**src/rtl/gecko_axi_program_loader_if.sv**
```systemverilog
// AXI4 write-channel bundle (AW/W/B) between the program loader and a memory slave.
// The master modport is the loader side, the slave modport the memory side.
interface gecko_axi_program_loader_if #(
    parameter int ADDR_WIDTH = 32,
    parameter int DATA_WIDTH = 32,
    parameter int ID_WIDTH   = 1
);
    logic                  axi_awvalid;
    logic                  axi_awready;
    logic [ADDR_WIDTH-1:0] axi_awaddr;
    logic [7:0]            axi_awlen;
    logic [2:0]            axi_awsize;
    logic [1:0]            axi_awburst;
    logic [ID_WIDTH-1:0]   axi_awid;
    logic [3:0]            axi_awcache;
    logic [2:0]            axi_awprot;
    logic [3:0]            axi_awqos;
    logic                  axi_awlock;
    logic                  axi_wvalid;
    logic                  axi_wready;
    logic [DATA_WIDTH-1:0] axi_wdata;
    logic [3:0]            axi_wstrb;
    logic                  axi_wlast;
    logic                  axi_bvalid;
    logic                  axi_bready;
    logic [1:0]            axi_bresp;

    modport master (
        output axi_awvalid, axi_awaddr, axi_awlen, axi_awsize, axi_awburst, axi_awid,
               axi_awcache, axi_awprot, axi_awqos, axi_awlock,
               axi_wvalid, axi_wdata, axi_wstrb, axi_wlast, axi_bready,
        input  axi_awready, axi_wready, axi_bvalid, axi_bresp
    );

    modport slave (
        input  axi_awvalid, axi_awaddr, axi_awlen, axi_awsize, axi_awburst, axi_awid,
               axi_awcache, axi_awprot, axi_awqos, axi_awlock,
               axi_wvalid, axi_wdata, axi_wstrb, axi_wlast, axi_bready,
        output axi_awready, axi_wready, axi_bvalid, axi_bresp
    );
endinterface

```
**src/rtl/gecko_axi_program_loader.sv**
```systemverilog
// Streams program words into memory as AXI4 INCR write bursts, one burst outstanding, no 4 KB crossing.
// Optional macro GECKO_LOADER_BRESP_CHECK_EN: a non-OKAY bresp sets the sticky error flag and aborts the command.
module gecko_axi_program_loader #(
    parameter int ADDR_WIDTH = 32,
    parameter int DATA_WIDTH = 32,
    parameter int ID_WIDTH   = 1,
    parameter int MAX_BURST  = 16
) (
    input  logic                       clk,
    input  logic                       rst,
    input  logic                       cmd_valid,
    output logic                       cmd_ready,
    input  logic [ADDR_WIDTH-1:0]      cmd_addr,
    input  logic [15:0]                cmd_words,
    input  logic                       in_valid,
    output logic                       in_ready,
    input  logic [DATA_WIDTH-1:0]      in_data,
    gecko_axi_program_loader_if.master axi,
    output logic                       busy,
    output logic                       done,
    output logic                       error
);
    typedef enum logic [2:0] {IDLE, ADDR, DATA, RESP, FINISH} state_t;

    state_t                state_reg, state_next;
    logic [ADDR_WIDTH-1:0] addr_reg;
    logic [15:0]           remaining_reg;
    logic [7:0]            len_reg;
    logic [7:0]            beat_reg;
    logic                  error_reg;

    logic [10:0]           room_words;
    logic [16:0]           burst_beats;
    logic [8:0]            beats_done;
    logic                  last_beat;
    logic                  resp_err;

`ifdef GECKO_LOADER_BRESP_CHECK_EN
    assign resp_err = (axi.axi_bresp != 2'b00);
`else
    logic bresp_unused;
    assign bresp_unused = ^axi.axi_bresp;
    assign resp_err     = 1'b0;
`endif

    // Words left before the next 4 KB boundary: 1..1024, since addr_reg is word aligned.
    assign room_words = 11'h400 - {1'b0, addr_reg[11:2]};

    always_comb begin
        burst_beats = {1'b0, remaining_reg};
        if (17'(room_words) < burst_beats)
            burst_beats = 17'(room_words);
        if (17'(MAX_BURST) < burst_beats)
            burst_beats = 17'(MAX_BURST);
    end

    assign beats_done = {1'b0, len_reg} + 9'd1;
    assign last_beat  = (beat_reg == len_reg);

    assign axi.axi_awaddr  = addr_reg;
    assign axi.axi_awlen   = 8'(burst_beats - 17'd1);
    assign axi.axi_awsize  = 3'b010;
    assign axi.axi_awburst = 2'b01;
    assign axi.axi_awid    = '0;
    assign axi.axi_awcache = 4'd0;
    assign axi.axi_awprot  = 3'd0;
    assign axi.axi_awqos   = 4'd0;
    assign axi.axi_awlock  = 1'b0;
    assign axi.axi_wdata   = in_data;
    assign axi.axi_wstrb   = 4'hF;
    assign axi.axi_wlast   = (state_reg == DATA) && last_beat;
    assign error           = error_reg && rst;

    always_comb begin
        state_next      = state_reg;
        cmd_ready       = 1'b0;
        in_ready        = 1'b0;
        busy            = 1'b0;
        done            = 1'b0;
        axi.axi_awvalid = 1'b0;
        axi.axi_wvalid  = 1'b0;
        axi.axi_bready  = 1'b0;
        case (state_reg)
            IDLE: begin
                cmd_ready = 1'b1;
                if (cmd_valid)
                    state_next = (cmd_words == 16'd0) ? FINISH : ADDR;
            end
            ADDR: begin
                axi.axi_awvalid = 1'b1;
                if (axi.axi_awready)
                    state_next = DATA;
            end
            DATA: begin
                axi.axi_wvalid = in_valid;
                in_ready       = axi.axi_wready;
                if (in_valid && axi.axi_wready && last_beat)
                    state_next = RESP;
            end
            RESP: begin
                axi.axi_bready = 1'b1;
                if (axi.axi_bvalid) begin
                    if (resp_err || remaining_reg == 16'(beats_done))
                        state_next = FINISH;
                    else
                        state_next = ADDR;
                end
            end
            FINISH: begin
                done       = 1'b1;
                state_next = IDLE;
            end
            default: state_next = IDLE;
        endcase
        if (state_reg != IDLE)
            busy = 1'b1;
        // Everything handshake-related is held low for the whole time reset is asserted.
        if (!rst) begin
            cmd_ready       = 1'b0;
            in_ready        = 1'b0;
            busy            = 1'b0;
            done            = 1'b0;
            axi.axi_awvalid = 1'b0;
            axi.axi_wvalid  = 1'b0;
            axi.axi_bready  = 1'b0;
        end
    end

    always_ff @(posedge clk) begin
        if (!rst) begin
            state_reg     <= IDLE;
            addr_reg      <= '0;
            remaining_reg <= 16'd0;
            len_reg       <= 8'd0;
            beat_reg      <= 8'd0;
            error_reg     <= 1'b0;
        end else begin
            state_reg <= state_next;
            case (state_reg)
                IDLE: begin
                    if (cmd_valid) begin
                        addr_reg      <= cmd_addr & ~ADDR_WIDTH'(3);
                        remaining_reg <= cmd_words;
                    end
                end
                ADDR: begin
                    if (axi.axi_awready) begin
                        len_reg  <= axi.axi_awlen;
                        beat_reg <= 8'd0;
                    end
                end
                DATA: begin
                    if (axi.axi_wvalid && axi.axi_wready)
                        beat_reg <= beat_reg + 8'd1;
                end
                RESP: begin
                    if (axi.axi_bvalid) begin
                        if (resp_err) begin
                            error_reg     <= 1'b1;
                            remaining_reg <= 16'd0;
                        end else begin
                            addr_reg      <= addr_reg + ADDR_WIDTH'({beats_done, 2'b00});
                            remaining_reg <= remaining_reg - 16'(beats_done);
                        end
                    end
                end
                default: ;
            endcase
        end
    end
endmodule

```
**src/flat_wrapper.sv**
```systemverilog
// flat-port wrapper written by rule: the top's interface ports become plain ports
module gecko_axi_program_loader_flat 
#(
    parameter int ADDR_WIDTH = 32,
    parameter int DATA_WIDTH = 32,
    parameter int ID_WIDTH   = 1,
    parameter int MAX_BURST  = 16
)
  (clk, rst, cmd_valid, cmd_ready, cmd_addr, cmd_words, in_valid, in_ready, in_data, busy, done, error, axi_axi_awvalid, axi_axi_awaddr, axi_axi_awlen, axi_axi_awsize, axi_axi_awburst, axi_axi_awid, axi_axi_awcache, axi_axi_awprot, axi_axi_awqos, axi_axi_awlock, axi_axi_wvalid, axi_axi_wdata, axi_axi_wstrb, axi_axi_wlast, axi_axi_bready, axi_axi_awready, axi_axi_wready, axi_axi_bvalid, axi_axi_bresp);
  gecko_axi_program_loader_if #(.ADDR_WIDTH(ADDR_WIDTH), .DATA_WIDTH(DATA_WIDTH), .ID_WIDTH(ID_WIDTH)) axi_i ();
  input  logic clk;
  input  logic rst;
  input  logic cmd_valid;
  output logic cmd_ready;
  input  logic [ADDR_WIDTH-1:0] cmd_addr;
  input  logic [15:0] cmd_words;
  input  logic in_valid;
  output logic in_ready;
  input  logic [DATA_WIDTH-1:0] in_data;
  output logic busy;
  output logic done;
  output logic error;
  output wire logic [$bits(axi_i.axi_awvalid)-1:0] axi_axi_awvalid;
  output wire logic [$bits(axi_i.axi_awaddr)-1:0] axi_axi_awaddr;
  output wire logic [$bits(axi_i.axi_awlen)-1:0] axi_axi_awlen;
  output wire logic [$bits(axi_i.axi_awsize)-1:0] axi_axi_awsize;
  output wire logic [$bits(axi_i.axi_awburst)-1:0] axi_axi_awburst;
  output wire logic [$bits(axi_i.axi_awid)-1:0] axi_axi_awid;
  output wire logic [$bits(axi_i.axi_awcache)-1:0] axi_axi_awcache;
  output wire logic [$bits(axi_i.axi_awprot)-1:0] axi_axi_awprot;
  output wire logic [$bits(axi_i.axi_awqos)-1:0] axi_axi_awqos;
  output wire logic [$bits(axi_i.axi_awlock)-1:0] axi_axi_awlock;
  output wire logic [$bits(axi_i.axi_wvalid)-1:0] axi_axi_wvalid;
  output wire logic [$bits(axi_i.axi_wdata)-1:0] axi_axi_wdata;
  output wire logic [$bits(axi_i.axi_wstrb)-1:0] axi_axi_wstrb;
  output wire logic [$bits(axi_i.axi_wlast)-1:0] axi_axi_wlast;
  output wire logic [$bits(axi_i.axi_bready)-1:0] axi_axi_bready;
  input wire logic [$bits(axi_i.axi_awready)-1:0] axi_axi_awready;
  input wire logic [$bits(axi_i.axi_wready)-1:0] axi_axi_wready;
  input wire logic [$bits(axi_i.axi_bvalid)-1:0] axi_axi_bvalid;
  input wire logic [$bits(axi_i.axi_bresp)-1:0] axi_axi_bresp;
  assign axi_axi_awvalid = axi_i.axi_awvalid;
  assign axi_axi_awaddr = axi_i.axi_awaddr;
  assign axi_axi_awlen = axi_i.axi_awlen;
  assign axi_axi_awsize = axi_i.axi_awsize;
  assign axi_axi_awburst = axi_i.axi_awburst;
  assign axi_axi_awid = axi_i.axi_awid;
  assign axi_axi_awcache = axi_i.axi_awcache;
  assign axi_axi_awprot = axi_i.axi_awprot;
  assign axi_axi_awqos = axi_i.axi_awqos;
  assign axi_axi_awlock = axi_i.axi_awlock;
  assign axi_axi_wvalid = axi_i.axi_wvalid;
  assign axi_axi_wdata = axi_i.axi_wdata;
  assign axi_axi_wstrb = axi_i.axi_wstrb;
  assign axi_axi_wlast = axi_i.axi_wlast;
  assign axi_axi_bready = axi_i.axi_bready;
  assign axi_i.axi_awready = axi_axi_awready;
  assign axi_i.axi_wready = axi_axi_wready;
  assign axi_i.axi_bvalid = axi_axi_bvalid;
  assign axi_i.axi_bresp = axi_axi_bresp;
  gecko_axi_program_loader #(.ADDR_WIDTH(ADDR_WIDTH), .DATA_WIDTH(DATA_WIDTH), .ID_WIDTH(ID_WIDTH), .MAX_BURST(MAX_BURST)) u_core (.clk(clk), .rst(rst), .cmd_valid(cmd_valid), .cmd_ready(cmd_ready), .cmd_addr(cmd_addr), .cmd_words(cmd_words), .in_valid(in_valid), .in_ready(in_ready), .in_data(in_data), .axi(axi_i), .busy(busy), .done(done), .error(error));
endmodule
```
**config.mk**
```make
export PLATFORM = sky130hd
export DESIGN_NAME = gecko_axi_program_loader_flat
export DESIGN_NICKNAME = d
export VERILOG_FILES = /design/src/rtl/gecko_axi_program_loader_if.sv /design/src/rtl/gecko_axi_program_loader.sv /design/src/flat_wrapper.sv
export SDC_FILE = /design/constraint.sdc
export NUM_CORES = 1
export LEC_CHECK = 0
export CAP_MARGIN = 10
export CELL_PAD_IN_SITES_DETAIL_PLACEMENT = 1
export CELL_PAD_IN_SITES_GLOBAL_PLACEMENT = 2
export CORE_MARGIN = 8
export CORE_UTILIZATION = 23
export DETAILED_ROUTE_END_ITERATION = 10
export PLACE_DENSITY_LB_ADDON = 0.1
export SLEW_MARGIN = 30
export SYNTH_ARGS = -nofsm -noshare
export SYNTH_HDL_FRONTEND = slang
export SYNTH_SLANG_ARGS = --single-unit
```
**constraint.sdc**
```tcl
create_clock -name clk -period 5.5 [get_ports clk]
set_input_delay 1.65 -clock clk [delete_from_list [all_inputs] [get_ports clk]]
set_output_delay 1.65 -clock clk [all_outputs]
set_load 0.02 [all_outputs]
```
==> flow_summary_export.csv <==
group,metric,value,unit
place,pre_cts_ws,-538,ps
worst_setup_path,startpoint_type,"register",
floorplanning,initial_core_util,0.234,
clock_tree,clk-insertion-delay-late,340,ps
clock_tree,clk_pin_slew,60,ps
yosys,yosysUniqueCellTypes,72,
detailed_routing,wire_per_inst,19.4,microns
worst_setup_path,cp-end-kind,"output pin",
outcome,violations,"negative setup slack",
place,gp_congestion,0.828,
floorplanning,die_y,170,microns
detailed_routing,wl_met1,9.94,mm
sta,fin_ws,-190,ps
detailed_routing,wl,22.1,mm
grt,overflow,0,
yosys,ys.flop_type,"dfxtp_1",
layout,diodes,0,
outcome,status,"finished, violations left",
yosys,syn-cell-area,5490,sq um
sta,finalHoldViolCount,0,
detailed_routing,vias_per_cell,4.97,
grt,antenna_found_initial,2,
worst_setup_path,r2r.worst_path.cells,15,
layout,fillCellCount,2805,
layout,final-seq-area,1310,sq um
clock_tree,cts.path.max_buffers,2,
floorplanning,ioPinCount,192,
worst_setup_path,crit_type,"register to output pin",
sta,fin_skew,11.8,ps
clock_tree,htreeDepth,3,
yosys,ys_seq_area_frac,0.237,
worst_setup_path,path_max_fanout,4,
detailed_routing,wl_met3,1.29,mm
yosys,synth.most_common_cell,"nor2_1",
power_and_ir_drop,p_per_area,269,nW/um^2
detailed_routing,drc,0,
yosys,synth_seq_cells,65,
yosys,async_flop_share,0,
sta,hold_slack,508,ps
grt,grt_pass1_vias,5973,
detailed_routing,top_layer,"met5",
sta,fmax,0.176,GHz
sta,rsz0062_at_grt,"true",
power_and_ir_drop,vdd_drop_max,0.000116,V
sta,fin_crit_sh,1.03,
power_and_ir_drop,p_leak,0.00284,uW
place,portBuffers,98,
detailed_routing,drt-initial-drc-count,248,
grt,track_usage,0.151,
run,cap_violations,0,
yosys,synthTopCellsByArea,"dfxtp_1 (24%), buf_4 (7.8%), ha_1 (7.3%)",
clock_tree,ctsRootBufferMaster,"clkbuf_16",
yosys,post-synth-top-area-cell,"dfxtp_1",
clock_tree,ctsHoldBuffers,0,
detailed_routing,via_count,5660,
detailed_routing,wl_met2,10.6,mm
worst_hold_path,hp-class,"register to register",
yosys,synth-warning-count,0,
layout,drive_above_1_share,0.138,
sta,slew_headroom,0.372,
worst_setup_path,reg2reg_slack,1480,ps
yosys,netlist.area_leader.share,0.237,
sta,setup_viol,6,
power_and_ir_drop,finalPower,1940,uW
layout,fin_nets,938,
sta,fin_setup_tns,-677,ps
clock_tree,clock_sinks,65,
sta,layout_min_cycle_time,5690,ps
floorplanning,coreArea,23500,sq um
worst_setup_path,worst_ep_arrival_time,4040,ps
place,place_hpwl,16.9,mm
sta,drv_slew,0,
sta,tightest_slew,939,ps
yosys,synth-edff-count,0,
floorplanning,rows,56,
yosys,synth_area_per_cell,7.56,sq um
grt,grt_max_degree,53,
floorplanning,die-area,29100,sq um
detailed_routing,ant_nets,0,
worst_setup_path,crit_required,3850,ps
detailed_routing,firstDrtPassIters,4,
yosys,synth_commonest_cells,"nor2_1 (72), nand2_1 (69), dfxtp_1 (65)",
worst_hold_path,whs_path_depth,2,
layout,multi_input_area,3720,sq um
layout,syn2layout_area_growth,31.5,%
grt,grt_pass1_wl,34.2,mm
floorplanning,die_w,170,microns
layout,largest_reg_flops,30,
yosys,netlist_instances,726,
clock_tree,cts_tree,"done",
clock_tree,cts_inserted_buffers,9,
final cells by class:
type | count | area share
multi-input combinational | 556 | 0.516
timing repair buffer | 147 | 0.188
sequential | 65 | 0.181
tap | 319 | 0.0553
clock buffer | 12 | 0.0355
inverter | 36 | 0.0187
clock inverter | 3 | 0.00555
routing by layer:
layer / up-vias / GRT usage
li1: 2722 / -
met1: 2774 / 0.183
met2: 128 / 0.260
met3: 32 / 0.0399
met4: 4 / 0.0359
met5: - / 0
path summary, 6_finish.rpt:
path | startpoint | end
max | u_core.axi.axi_awaddr[4]$_SDFFE_PN0P_ | axi_axi_awlen[4]
min | u_core.remaining_reg[13]$_SDFFE_PN0P_ | u_core.remaining_reg[13]$_SDFFE_PN0P_
max reg2reg | u_core.axi.axi_awaddr[4]$_SDFFE_PN0P_ | u_core.len_reg[2]$_SDFFE_PN0P_
min reg2reg | u_core.remaining_reg[13]$_SDFFE_PN0P_ | u_core.remaining_reg[13]$_SDFFE_PN0P_
cells in the final DEF, fill, tap and decap left out, types with 7 or more instances in the layout:
cell type,n
a21oi_1,36
clkbuf_16,9
buf_6,7
buf_4,50
o21ai_0,30
and3_1,10
nor3_1,21
clkdlybuf4s50_1,90
a311oi_1,13
o211ai_1,7
a21o_1,9
nor2_1,70
nand2_1,67
xor2_1,21
dfxtp_1,62
a211oi_1,7
conb_1,25
xnor2_1,20
ha_1,30
nand4_1,15
nor4_1,10
nand3_1,23
o22ai_1,7
o21a_1,10
inv_1,33
a31oi_1,10
repair_timing:
action,4_1_cts,5_1_grt
resized for setup,54,14
gates cloned,0,0
buffers inserted,4,2
pin swaps,13,4
setup endpoints to repair,8,8
metrics by stage:
stage | std cells | utilization | area [sq um]
5_1_grt | 1138 | 0.307 | 7220
3_3_place_gp | 1118 | 0.289 | 6790
3_5_place_dp | 1118 | 0.289 | 6790
6_report | 1138 | 0.307 | 7220
2_1_floorplan | 749 | - | 5630
4_1_cts | 1137 | 0.304 | 7150
cell families after synthesis:
family | share of synthesized area
simple gates | 0.233
compound gates | 0.243
buf+inv | 0.128
flops | 0.237
xor+xnor | 0.0670
fa+ha+maj | 0.0803
mux | 0.0109
other cells | 0.00137
worst max-delay path, stage by stage, from the launching register on:
cell	delay [ps]
dfxtp_2	320
or4_4	550
or3_4	410
nor4_4	170
xnor2_1	110
ha_1	330
a21o_1	170
a211o_1	310
a211oi_4	270
o211a_4	250
a22oi_2	110
ha_4	190
or3_4	340
nand2_4	60
buf_6	110
report_power, final:
group          leakage, uW  internal (uW)  switching [uW]
sequential        0.000535            512            56.5
clock             0.000148            372             226
combinational      0.00216            347             429
total              0.00284           1230             712
Power figures use the tool's default switching activity.
